## config.mk

```make
export PLATFORM = sky130hd
export DESIGN_NAME = spike_code_ctrl
export DESIGN_NICKNAME = d
export VERILOG_FILES = /design/src/rtl/spike_code_ctrl.sv
export SDC_FILE = /design/constraint.sdc
export NUM_CORES = 1
export LEC_CHECK = 0
export ABC_AREA = 1
export BUFFER_PORTS_ARGS = -buffer_cell sky130_fd_sc_hd__buf_2
export CAP_MARGIN = 40
export CORE_MARGIN = 8
export CORE_UTILIZATION = 60
export CTS_BUF_LIST = sky130_fd_sc_hd__clkbuf_4
export DETAILED_ROUTE_END_ITERATION = 10
export PLACE_DENSITY = 0.89
export SYNTH_ARGS = -nofsm -noshare
export SYNTH_HDL_FRONTEND = slang
export SYNTH_SLANG_ARGS = --single-unit
```

## constraint.sdc

```tcl
create_clock -name clk -period 2.7 [get_ports clk]
set_input_delay 0.135 -clock clk [delete_from_list [all_inputs] [get_ports clk]]
set_output_delay 0.135 -clock clk [all_outputs]
set_load 0.005 [all_outputs]
```

## src/rtl/spike_code_ctrl.sv

```systemverilog
// spike_code_ctrl: debounces the user key and pulses the code generator once.
// It then latches the generated code word and streams it downstream as
// CHUNK_W-bit beats, replaying the whole word in each of T_STEPS timesteps.
module spike_code_ctrl #(
  parameter int unsigned CODE_W    = 64,
  parameter int unsigned CHUNK_W   = 8,
  parameter int unsigned T_STEPS   = 4,
  parameter int unsigned DB_CYCLES = 16,
  localparam int unsigned NumChunks = CODE_W / CHUNK_W,
  localparam int unsigned AddrW     = (NumChunks > 1) ? $clog2(NumChunks) : 1,
  localparam int unsigned StepW     = (T_STEPS > 1) ? $clog2(T_STEPS) : 1,
  localparam int unsigned DbW       = (DB_CYCLES > 1) ? $clog2(DB_CYCLES) : 1
) (
  input  logic               clk,
  input  logic               rst_n,
  input  logic               key_state,
  input  logic [CODE_W-1:0]  code_in,
  output logic               code_en,
  output logic [CHUNK_W-1:0] spk_data,
  output logic [AddrW-1:0]   spk_addr,
  output logic               spk_valid,
  input  logic               spk_ready,
  output logic [StepW-1:0]   step_idx,
  output logic               step_last,
  output logic               busy,
  output logic               done
);

  localparam logic [AddrW-1:0] AddrMax = AddrW'(NumChunks - 1);
  localparam logic [StepW-1:0] StepMax = StepW'(T_STEPS - 1);
  localparam logic [DbW-1:0]   DbMax   = DbW'(DB_CYCLES - 1);

  typedef enum logic [2:0] {
    StIdle,
    StCapture,
    StLatch,
    StSend,
    StDone
  } state_e;

  state_e             state_q;
  logic [DbW-1:0]     db_cnt_q;
  logic               armed_q;
  logic [CODE_W-1:0]  code_q;

  logic               key_fire;
  logic               addr_wrap;
  logic               step_wrap;
  logic [AddrW-1:0]   addr_nxt;
  logic [CODE_W-1:0]  code_shifted;
  logic [CHUNK_W-1:0] chunk_nxt;

  // Start condition and the next beat's address/chunk, all from registered state.
  always_comb begin
    // The DB_CYCLES-th consecutive high sample while armed launches a sample.
    key_fire     = (state_q == StIdle) && armed_q && key_state && (db_cnt_q == DbMax);
    addr_wrap    = (spk_addr == AddrMax);
    step_wrap    = (step_idx == StepMax);
    addr_nxt     = addr_wrap ? '0 : spk_addr + 1'b1;
    code_shifted = code_q >> (CHUNK_W * 32'(addr_nxt));
    chunk_nxt    = code_shifted[CHUNK_W-1:0];
  end

  // Key debounce and arm bookkeeping; only active while idle.
  always_ff @(posedge clk or negedge rst_n) begin
    if (!rst_n) begin
      db_cnt_q <= '0;
      armed_q  <= 1'b1;
    end else if (state_q != StIdle) begin
      db_cnt_q <= '0;
    end else if (!key_state) begin
      // A low sample in idle re-arms, so a held key cannot retrigger.
      db_cnt_q <= '0;
      armed_q  <= 1'b1;
    end else if (key_fire) begin
      db_cnt_q <= '0;
      armed_q  <= 1'b0;
    end else if (armed_q) begin
      db_cnt_q <= db_cnt_q + 1'b1;
    end
  end

  // Code register: written only in LATCH, so later code_in changes never reach the stream.
  always_ff @(posedge clk or negedge rst_n) begin
    if (!rst_n) begin
      code_q <= '0;
    end else if (state_q == StLatch) begin
      code_q <= code_in;
    end
  end

  // Sequencing FSM with all handshake and status outputs registered.
  always_ff @(posedge clk or negedge rst_n) begin
    if (!rst_n) begin
      state_q   <= StIdle;
      code_en   <= 1'b0;
      spk_data  <= '0;
      spk_addr  <= '0;
      spk_valid <= 1'b0;
      step_idx  <= '0;
      step_last <= 1'b0;
      busy      <= 1'b0;
      done      <= 1'b0;
    end else begin
      code_en <= 1'b0;
      done    <= 1'b0;
      unique case (state_q)
        StIdle: begin
          if (key_fire) begin
            state_q <= StCapture;
            code_en <= 1'b1;
            busy    <= 1'b1;
          end
        end
        StCapture: begin
          state_q <= StLatch;
        end
        StLatch: begin
          // First beat comes straight from code_in, the same value code_q takes now.
          state_q   <= StSend;
          spk_valid <= 1'b1;
          spk_data  <= code_in[CHUNK_W-1:0];
          spk_addr  <= '0;
          step_idx  <= '0;
          step_last <= (NumChunks == 1);
        end
        StSend: begin
          // Everything holds while the beat is stalled.
          if (spk_ready) begin
            if (addr_wrap && step_wrap) begin
              state_q   <= StDone;
              spk_valid <= 1'b0;
              spk_data  <= '0;
              spk_addr  <= '0;
              step_idx  <= '0;
              step_last <= 1'b0;
              done      <= 1'b1;
            end else begin
              spk_addr  <= addr_nxt;
              spk_data  <= chunk_nxt;
              step_last <= (addr_nxt == AddrMax);
              if (addr_wrap) begin
                step_idx <= step_idx + 1'b1;
              end
            end
          end
        end
        StDone: begin
          state_q <= StIdle;
          busy    <= 1'b0;
        end
        default: begin
          state_q <= StIdle;
        end
      endcase
    end
  end

endmodule

```

After elaboration in Yosys (flattened, before gate mapping)
Index checks and enable logic that the tools add are counted.
- logic and storage cells: 79
- bits in registers: 90
- input bits: 68
- output and inout port bits: 18
- shift-type cells: 1
- bitwise operators: 1
- add/subtract/negate cells: 3
- reductions and logical operators: 14
- equal/unequal tests: 14
- muxes and demuxes: 34
- operators with widths (kind ; number):
    64-bit by 6-bit >> shifter with 8-bit output ; 1
    3-bit 2-to-1 mux ; 6
    4-bit 2-to-1 mux ; 4
    8-bit 2-to-1 mux ; 2
    8-bit case mux with 2 select lines ; 1
    1-bit 2-to-1 mux ; 12
    3-bit case mux with 4 select lines ; 1
    3-bit equality test (second input constant) ; 3
    3-bit AND reduction ; 3
    3-bit by 2-bit equality test with 1-bit output (second input constant) ; 2
    2-bit 2-to-1 mux ; 3
    2-bit != test (second input constant) ; 3
    1-bit case mux with 2 select lines ; 3
    3-bit case mux with 2 select lines ; 1
    2-bit AND reduction ; 3
    4-bit by 1-bit adder with 4-bit output (second input constant) ; 1
    4-bit equality test (second input constant) ; 1
    1-bit logical AND ; 4
    4-bit by 1-bit != test with 1-bit output (second input constant) ; 1
    2-bit case mux with 2 select lines ; 1
    2-bit nonzero test ; 2
    3-bit by 1-bit adder with 3-bit output (second input constant) ; 1
    3-bit by 1-bit equality test with 1-bit output (second input constant) ; 1
    3-bit zero test ; 1
    6 further kinds ; 6

Logic depth before layout (Yosys ltp)
Gate-level depths: netlist (run 1).
- word-level depth: 7
- mapped depth: 12
- gate-level depth less buffers: 11

Worst setup path before layout (run 1)
OpenSTA, ideal clock, no wires.
- path kind: flip-flop to flip-flop
- start: reg spk_addr[0]
- end: reg spk_data[7]
- data required time: 2.587 ns
- clock period less this slack: 1.661 ns
- setup slack: 1.039 ns
- library setup time: 0.113 ns
- stages on the path, launching flop included: 12
- path buffers: 1
- arrival time: 1.548 ns
- cell sequence: dfrtp_1 ha_1 ha_1 nor2_2 buf_2 nand2_1 nand3_1 nand2_1 nand2_1 nand3_1 nand2_1 inv_1
- cells in the longest elaborated chain, start to end: 6
- elaborated cells on any way between the ends: 8
- those cells by class: 1 x add/sub; 1 x eq/ne; 1 x shift; 4 x mux; 1 x reduce/logical
- RTL lines (item ; line ; RTL):
    start, declared ; 20 ; output logic [AddrW-1:0] spk_addr,
    start signal, assigned ; 139 ; spk_addr <= addr_nxt;
    3-bit by 1-bit adder with 3-bit output / 3-bit equality test (equally long branches) ; 59, 57 ;
    3-bit 2-to-1 mux ; 59 ; addr_nxt = addr_wrap ? '0 : spk_addr + 1'b1;
    64-bit by 6-bit >> shifter with 8-bit output ; 60 ; code_shifted = code_q >> (CHUNK_W * 32'(addr_nxt));
    8-bit 2-to-1 mux * ; 130 ; if (addr_wrap && step_wrap) begin
    8-bit 2-to-1 mux * ; 129 ; if (spk_ready) begin
    8-bit case mux with 2 select lines * ; 107 ; unique case (state_q)
    end signal, assigned ; 122 ; spk_data <= code_in[CHUNK_W-1:0];
    end signal, assigned ; 140 ; spk_data <= chunk_nxt;
    end, declared ; 19 ; output logic [CHUNK_W-1:0] spk_data,
Every way passes the cells marked *; elsewhere a longest branch is shown, timed or not. The select of a mux whose other input is x is not followed.
A chain may end at the register's enable or synchronous reset.

Final worst setup path (run 1)
- start: reg spk_addr[1]
- end: reg spk_data[7]
The elaborated chain is that of the path after synthesis.

==> impl_metrics.json, run 1 <==
{
  "reg2reg_to": "spk_data[7]",
  "path_buf_inv": 3,
  "syn2layout_area_growth_pct": 30.5,
  "clk_path_buf_depth": 2,
  "ys_seq_area_share_pct": 51.4,
  "cp_common_cell": "nand2_1",
  "dr_total_vias": 4208,
  "track_usage_pct": 25.0,
  "syn_nets": 639,
  "antenna_cells": 0,
  "post-cts-setup-buffers": 0,
  "grt_max_degree": 72,
  "first_global_vias": 4257,
  "fin_nets": 783,
  "period_minus_slack_ns": 2.18,
  "rsz0062_at_grt": "false",
  "regArea_um2": 2250,
  "report.final.slew_viol_count": 0,
  "relSlewSlack_pct": 63.3,
  "crit_family": "simple AND/OR/NAND/NOR gates",
  "htree_levels": 3,
  "final.setup.worst_slack_ns": 0.523,
  "worstMarginPinSlew_ns": 0.550,
  "nFillCells": 453,
  "arrival_ns": 2.51,
  "post-route-period-util_pct": 80.6,
  "grt_pass1_wl_um": 20400,
  "hold_class": "input port to asynchronous set/reset pin",
  "setup_tns_ns": 0,
  "netlist_area_um2": 4380,
  "dieArea_um2": 10300,
  "cts_tree": "done",
  "startpoint": "spk_addr[1]",
  "clock_tree.root_cell": "clkbuf_4",
  "postRouteAntennaNets": 0,
  "drcViolationCount": 0,
  "cts_resized": 0,
  "ioPinCount": 86,
  "overflow": 0,
  "avgViaCountPerCell": 5.17,
  "drv_cap": 0,
  "drt_iter0_drc": 271,
  "grt_antenna_before_repair": 0,
  "skew_ns": 0.0188,
  "cts_inserted_buffers": 9,
  "multi_input_area_um2": 1740,
  "reg2reg_depth": 12,
  "cp-start-kind": "flip-flop",
  "status": "finished clean",
  "die_w_um": 101,
  "crit_type": "flip-flop to flip-flop",
  "ir_drop_mv": 0.905,
  "cp_slowest_cell": "dfrtp_1",
  "wirelength_um": 12000,
  "end_kind": "flip-flop",
  "cp_cell_sequence": "ha_1 -> ha_1 -> inv_1 -> nand2_1 -> buf_4 -> nand2_1 -> nand3_1 -> nand2_1 -> nand2_1 -> nand3_1 -> nand2_1 -> inv_1",
  "ys_types": 33,
  "numPlacedInstances": 731,
  "drive_above_1_share_pct": 17.6,
  "leakage_nw": 3.03,
  "netlist_instances": 566,
  "clk-insertion-delay-late_ns": 0.43,
  "hold_violations": 0,
  "setup_viol": 0,
  "die_h_um": 101,
  "clk_pin_slew_ns": 0.14,
  "routedWlPerCell_um": 14.8,
  "cp.depth": 12,
  "final_common_cell": "nand2_1",
  "power_density_nw_per_um2": 1040,
  "final_core_util_pct": 79.7,
  "rows": 31,
  "drtPass1Iterations": 5,
  "synth_seq_cells": 90,
  "final_cells": 814,
  "fmax_mhz": 459,
  "avgSynthCellArea_um2": 7.75,
  "cts.sinks": 90,
  "port_buffers": 85,
  "mostFrequentLayoutCells": "nand2_1, dfrtp_1, buf_2, dlygate4sd3_1, nand3_1",
  "core_um2": 7180,
  "rrSetupSlack_ns": 0.52,
  "totalPowerFinal_mw": 5.92,
  "dp_slack_ns": 0.629,
  "critPathCapture": "spk_data[7]",
  "crit_required_ns": 3.03,
  "critPathMaxFanout": 17,
  "initial_core_util_pct": 61.1,
  "hpwlAfterDp_um": 7750,
  "gp_congestion": 0.953,
  "cpPeakStageDelay_ns": 0.42,
  "synth_warnings": 0,
  "r2r_start": "spk_addr[1]",
  "cts_hold_buf": 67
}
-- kinds of logic after synthesis --
| logic type | synth area share (%) |
|---|---|
| and+or+nand+nor | 32.5 |
| xor gates and xnor gates | 0.200 |
| adders and majority gates | 1.43 |
| DFF | 51.4 |
| buffers and inverters | 8.88 |
| AOI/OAI and AO/OA | 5.62 |
-- metrics by stage --
stage / hold slack, ns / instance area, um2
final: 0.162 / 5720
after floorplan: -0.161 / 4380
after CTS: 0.164 / 5720
after global placement: 0.330 / 4840
after global routing: 0.201 / 5720
after detailed placement: 0.102 / 4860
-- cell type report --
class                   count  share of cell area [%]
clock inverters             5                    1.79
well taps                  99                    2.17
multi-input cells         387                    30.4
flip-flops and latches     90                    39.4
clock buffers              11                    1.44
repair buffers            158                    20.6
inverters                  64                    4.20
-- routing by layer --
layer,GRT usage [%],wire (um)
met5,0,0
met4,10.7,344
met3,4.95,794
met2,42.5,5950
met1,30.1,4950
-- power breakdown --
part	switching [mW]	internal [mW]	total (mW)
Clock	0.441	0.489	0.930
Sequential	0.309	1.93	2.24
Combinational	1.78	0.968	2.75
-- synth_stat cells (all sizes together) --
master,number,area (um2)
nand3,56,293
inv,57,214
o21ai,42,214
dfrtp,89,2230
xor2,1,8.76
o22ai,1,6.26
o22a,1,8.76
nor3,2,15.0
or2,9,56.3
dfstp,1,26.3
nor2,10,73.8
ha,5,62.6
buf,20,130
clkinv,7,26.3
nand4,1,6.26
nand2,257,980
a21oi,1,5.00
o31ai,1,12.5
clkbuf,5,18.8
-- state kept, by name, indices dropped and copies added (netlist names) --
| signal | flops |
|---|---|
| code_en | 1 |
| done | 1 |
| spk_data | 8 |
| armed_q | 1 |
| db_cnt_q | 4 |
| step_last | 1 |
| spk_addr | 3 |
| spk_valid | 1 |
| step_idx | 2 |
| code_q | 64 |
| state_q | 3 |
| busy | 1 |
-- worst min path at each step --
stage,cells past startpoint,start,to,slack (ns)
floorplan,0,rst_n,busy,-0.16
global placement,3,code_in[42],code_q[42],0.33
detailed placement,1,rst_n,db_cnt_q[3],0.10
CTS,2,rst_n,db_cnt_q[3],0.16
global route,2,rst_n,db_cnt_q[3],0.20
finish,2,rst_n,db_cnt_q[3],0.16
Power figures use the tool's default switching activity.
==> inputs of run 2 (changes only) <==
--- a/config.mk
+++ b/config.mk
@@ -5,14 +5,14 @@
 export SDC_FILE = /design/constraint.sdc
 export NUM_CORES = 1
 export LEC_CHECK = 0
-export ABC_AREA = 1
+export ABC_AREA = 0
 export BUFFER_PORTS_ARGS = -buffer_cell sky130_fd_sc_hd__buf_2
 export CAP_MARGIN = 40
 export CORE_MARGIN = 8
-export CORE_UTILIZATION = 60
+export CORE_UTILIZATION = 51
 export CTS_BUF_LIST = sky130_fd_sc_hd__clkbuf_4
 export DETAILED_ROUTE_END_ITERATION = 10
-export PLACE_DENSITY = 0.89
+export PLACE_DENSITY = 0.81
 export SYNTH_ARGS = -nofsm -noshare
 export SYNTH_HDL_FRONTEND = slang
 export SYNTH_SLANG_ARGS = --single-unit
==> constraint.sdc (replaced) <==
create_clock -name clk -period 1.8 [get_ports clk]
set_input_delay 0.09 -clock clk [delete_from_list [all_inputs] [get_ports clk]]
set_output_delay 0.09 -clock clk [all_outputs]
set_load 0.005 [all_outputs]
==> impl_metrics.json, run 2 <==
{
  "hold_class": "input port to asynchronous set/reset pin",
  "dieArea_um2": 11200,
  "crit_required_ns": 2.14,
  "cp_cell_sequence": "ha_4 -> ha_4 -> nor2_4 -> buf_12 -> mux4_2 -> a221oi_2 -> a21oi_1",
  "largest_register": "code_q",
  "leakage_nw": 2.84,
  "core_um2": 7770,
  "synth_top_area_share_pct": 54.2,
  "ioPinCount": 86,
  "ys_top_cells_by_area": "dfrtp_1, nand2_1, mux4_1, a221oi_1, nor2_1",
  "drtPass1Iterations": 5,
  "ys_seq_area_share_pct": 54.8,
  "largest_reg_flops": 64,
  "ys.flop_type": "dfrtp_1",
  "grt_max_degree": 43,
  "critPathMaxFanout": 6,
  "synth_commonest_cells": "nand2_1, dfrtp_1, nor2_1",
  "cts_tree": "done",
  "hold_violations": 0,
  "rows": 32,
  "grt_antenna_before_repair": 1,
  "yosysMostFrequentCell": "nand2_1",
  "cpPeakStageDelay_ns": 0.53,
  "p_int_mw": 5.31,
  "path_buf_inv": 1,
  "drive_above_1_share_pct": 25.9,
  "fmax_mhz": 479,
  "ir_drop_mv": 0.878,
  "dpl_cell_area_um2": 4800,
  "skew_ns": 0.0120,
  "final_area_um2": 5660,
  "p_clk_share_pct": 13.3,
  "ys_types": 36,
  "ys_async_sr_fraction_pct": 100,
  "setup_tns_ns": -2.00,
  "synth-edff-count": 0,
  "dr_total_vias": 3802,
  "fin_nets": 659,
  "netlist_area_um2": 4110,
  "cp_slowest_cell": "mux4_2",
  "rsz0062_at_grt": "true",
  "synthMuxAreaShare_pct": 10.6,
  "synth_compound_area_share_pct": 5.57,
  "crit_family": "multiplexers",
  "setup_viol": 8,
  "p_sw_share_pct": 37.2,
  "largestRegisters": "code_q x64, spk_data x8, db_cnt_q x4",
  "wirelength_um": 12400,
  "drcViolationCount": 0,
  "mostFrequentLayoutCells": "nand2_1, dfrtp_1, buf_2, dlygate4sd3_1, buf_4",
  "worstMarginPinSlew_ns": 0.440,
  "clock_tree.root_cell": "clkbuf_4",
  "avgSynthCellArea_um2": 9.72,
  "gp_congestion": 0.849,
  "yosysTopAreaCell": "dfrtp_1",
  "port_buffers": 85,
  "status": "finished, violations left",
  "final_common_cell": "nand2_1",
  "track_usage_pct": 22.7,
  "arrival_ns": 2.43,
  "synth-xor-area-share_pct": 0.213,
  "clk_pin_slew_ns": 0.15,
  "power_density_nw_per_um2": 1490,
  "crit_type": "flip-flop to flip-flop",
  "avgViaCountPerCell": 5.48,
  "syn_nets": 496,
  "drt_iter0_drc": 229,
  "hpwlAfterDp_um": 7920,
  "first_global_vias": 4074,
  "cp_common_cell": "ha_4",
  "p_sw_mw": 3.14,
  "dp_slack_ns": -0.394,
  "clk_path_buf_depth": 2,
  "netlist_instances": 423,
  "report.final.slew_viol_count": 0,
  "die_h_um": 106,
  "period_minus_slack_ns": 2.09,
  "overflow": 0,
  "cts.sinks": 90,
  "syn2layout_area_growth_pct": 37.6,
  "relSlewSlack_pct": 70.6,
  "synth_fa_ha_area_share_pct": 1.52,
  "synth_top_family_by_area": "simple AND/OR/NAND/NOR gates",
  "htree_levels": 3,
  "cts_inserted_buffers": 9,
  "cp-start-kind": "flip-flop",
  "synth_warnings": 0,
  "grt_pass1_wl_um": 20000,
  "initial_core_util_pct": 52.9,
  "final.setup.worst_slack_ns": -0.287,
  "postRouteAntennaNets": 0,
  "yosys.area_share.simple_pct": 24.2,
  "synth_seq_cells": 90,
  "routedWlPerCell_um": 17.9,
  "violations": "negative setup slack",
  "end_kind": "flip-flop",
  "post-route-period-util_pct": 116,
  "power_frac_seq_pct": 42.8,
  "nFillCells": 518,
  "drv_cap": 0,
  "die_w_um": 106,
  "p_comb_share_pct": 43.9,
  "clk-insertion-delay-late_ns": 0.44
}
-- run 2: cell count changes after synthesis, sizes merged, moves of 9 or more --
cell,change
nor2,+9
nand2,-44
nand3,-50
a21oi,+9
o21ai,-35
buf,-9
a221oi,+9
mux4,+16
or2,-9
inv,-53
-- run 2: metal layers --
layer,GRT usage [%],up-vias,wire length (um)
met3,4.38,49,840
met5,0,-,0
met1,25.2,1846,4570
li1,-,1720,-
met2,39.5,187,6480
met4,13.5,0,541
-- run 2: final timing paths --
check / slack (ns) / to / start / cells after the start
worst min-delay path: 0.07 / state_q[1] / rst_n / 2
worst min register to register: 0.49 / code_q[8] / code_q[8] / 2
worst max register to register: -0.29 / spk_data[0] / spk_addr[0] / 7
worst max-delay path: -0.29 / spk_data[0] / spk_addr[0] / 7
min in group clk: 0.36 / armed_q / key_state / 3
max in group asynchronous: 1.07 / code_q[47] / rst_n / 3
-- run 2: per-stage QoR --
step	power, mW	util, %	std cells	hold slack, ns
6_report	8.45	72.8	694	0.0669
4_1_cts	8.23	72.5	692	0.0734
3_5_place_dp	6.85	61.8	609	0.0194
5_1_grt	8.94	72.8	694	0.0989
2_1_floorplan	5.52	-	423	-0.206
3_3_place_gp	6.62	61.8	609	0.0108
-- run 2: timing repair --
item | CTS | global route
setup endpoints to repair | 8 | 12
endpoints found under the hold margin | 165 | 0
pin swaps | 0 | 13
hold buffers | 67 | 0
resized for setup | 12 | 7
setup buffers | 0 | 0
cloned | 0 | 1
-- run 2: layout make-up --
| cell class | instances | area [um2] | area share [%] |
|---|---|---|---|
| Inverter | 4 | 15.0 | 0.265 |
| Multi-Input combinational cell | 306 | 1790 | 31.6 |
| Clock buffer | 9 | 67.6 | 1.19 |
| Sequential cell | 90 | 2250 | 39.9 |
| Timing Repair Buffer | 175 | 1330 | 23.5 |
| Clock inverter | 7 | 70.1 | 1.24 |
| Tap cell | 102 | 128 | 2.26 |
| Antenna cell | 1 | 2.50 | 0.0442 |
-- run 2: kinds of logic after synthesis --
group                      count (synthesis)
and+or+nand+nor                          249
DFF                                       90
AOI/OAI and AO/OA                         33
buffers and inverters                     27
muxes                                     18
adders and majority gates                  5
xor gates and xnor gates                   1
-- run 2: worst reg2reg max path, stage by stage (launching register included) --
cell      delay [ns]
dfrtp_2         0.45
ha_4            0.17
ha_4            0.16
nor2_4          0.16
buf_12          0.16
mux4_2          0.53
a221oi_2        0.26
a21oi_1         0.10
-- run 2: power groups by stage --
| stage | logic (mW) | registers (mW) | clock network, mW |
|---|---|---|---|
| floorplan | 2.18 | 3.34 | 0 |
| global placement | 3.05 | 3.58 | 0 |
| detailed placement | 3.26 | 3.59 | 0 |
| CTS | 3.54 | 3.56 | 1.13 |
| global route | 4.05 | 3.68 | 1.22 |
| finish | 3.71 | 3.62 | 1.12 |
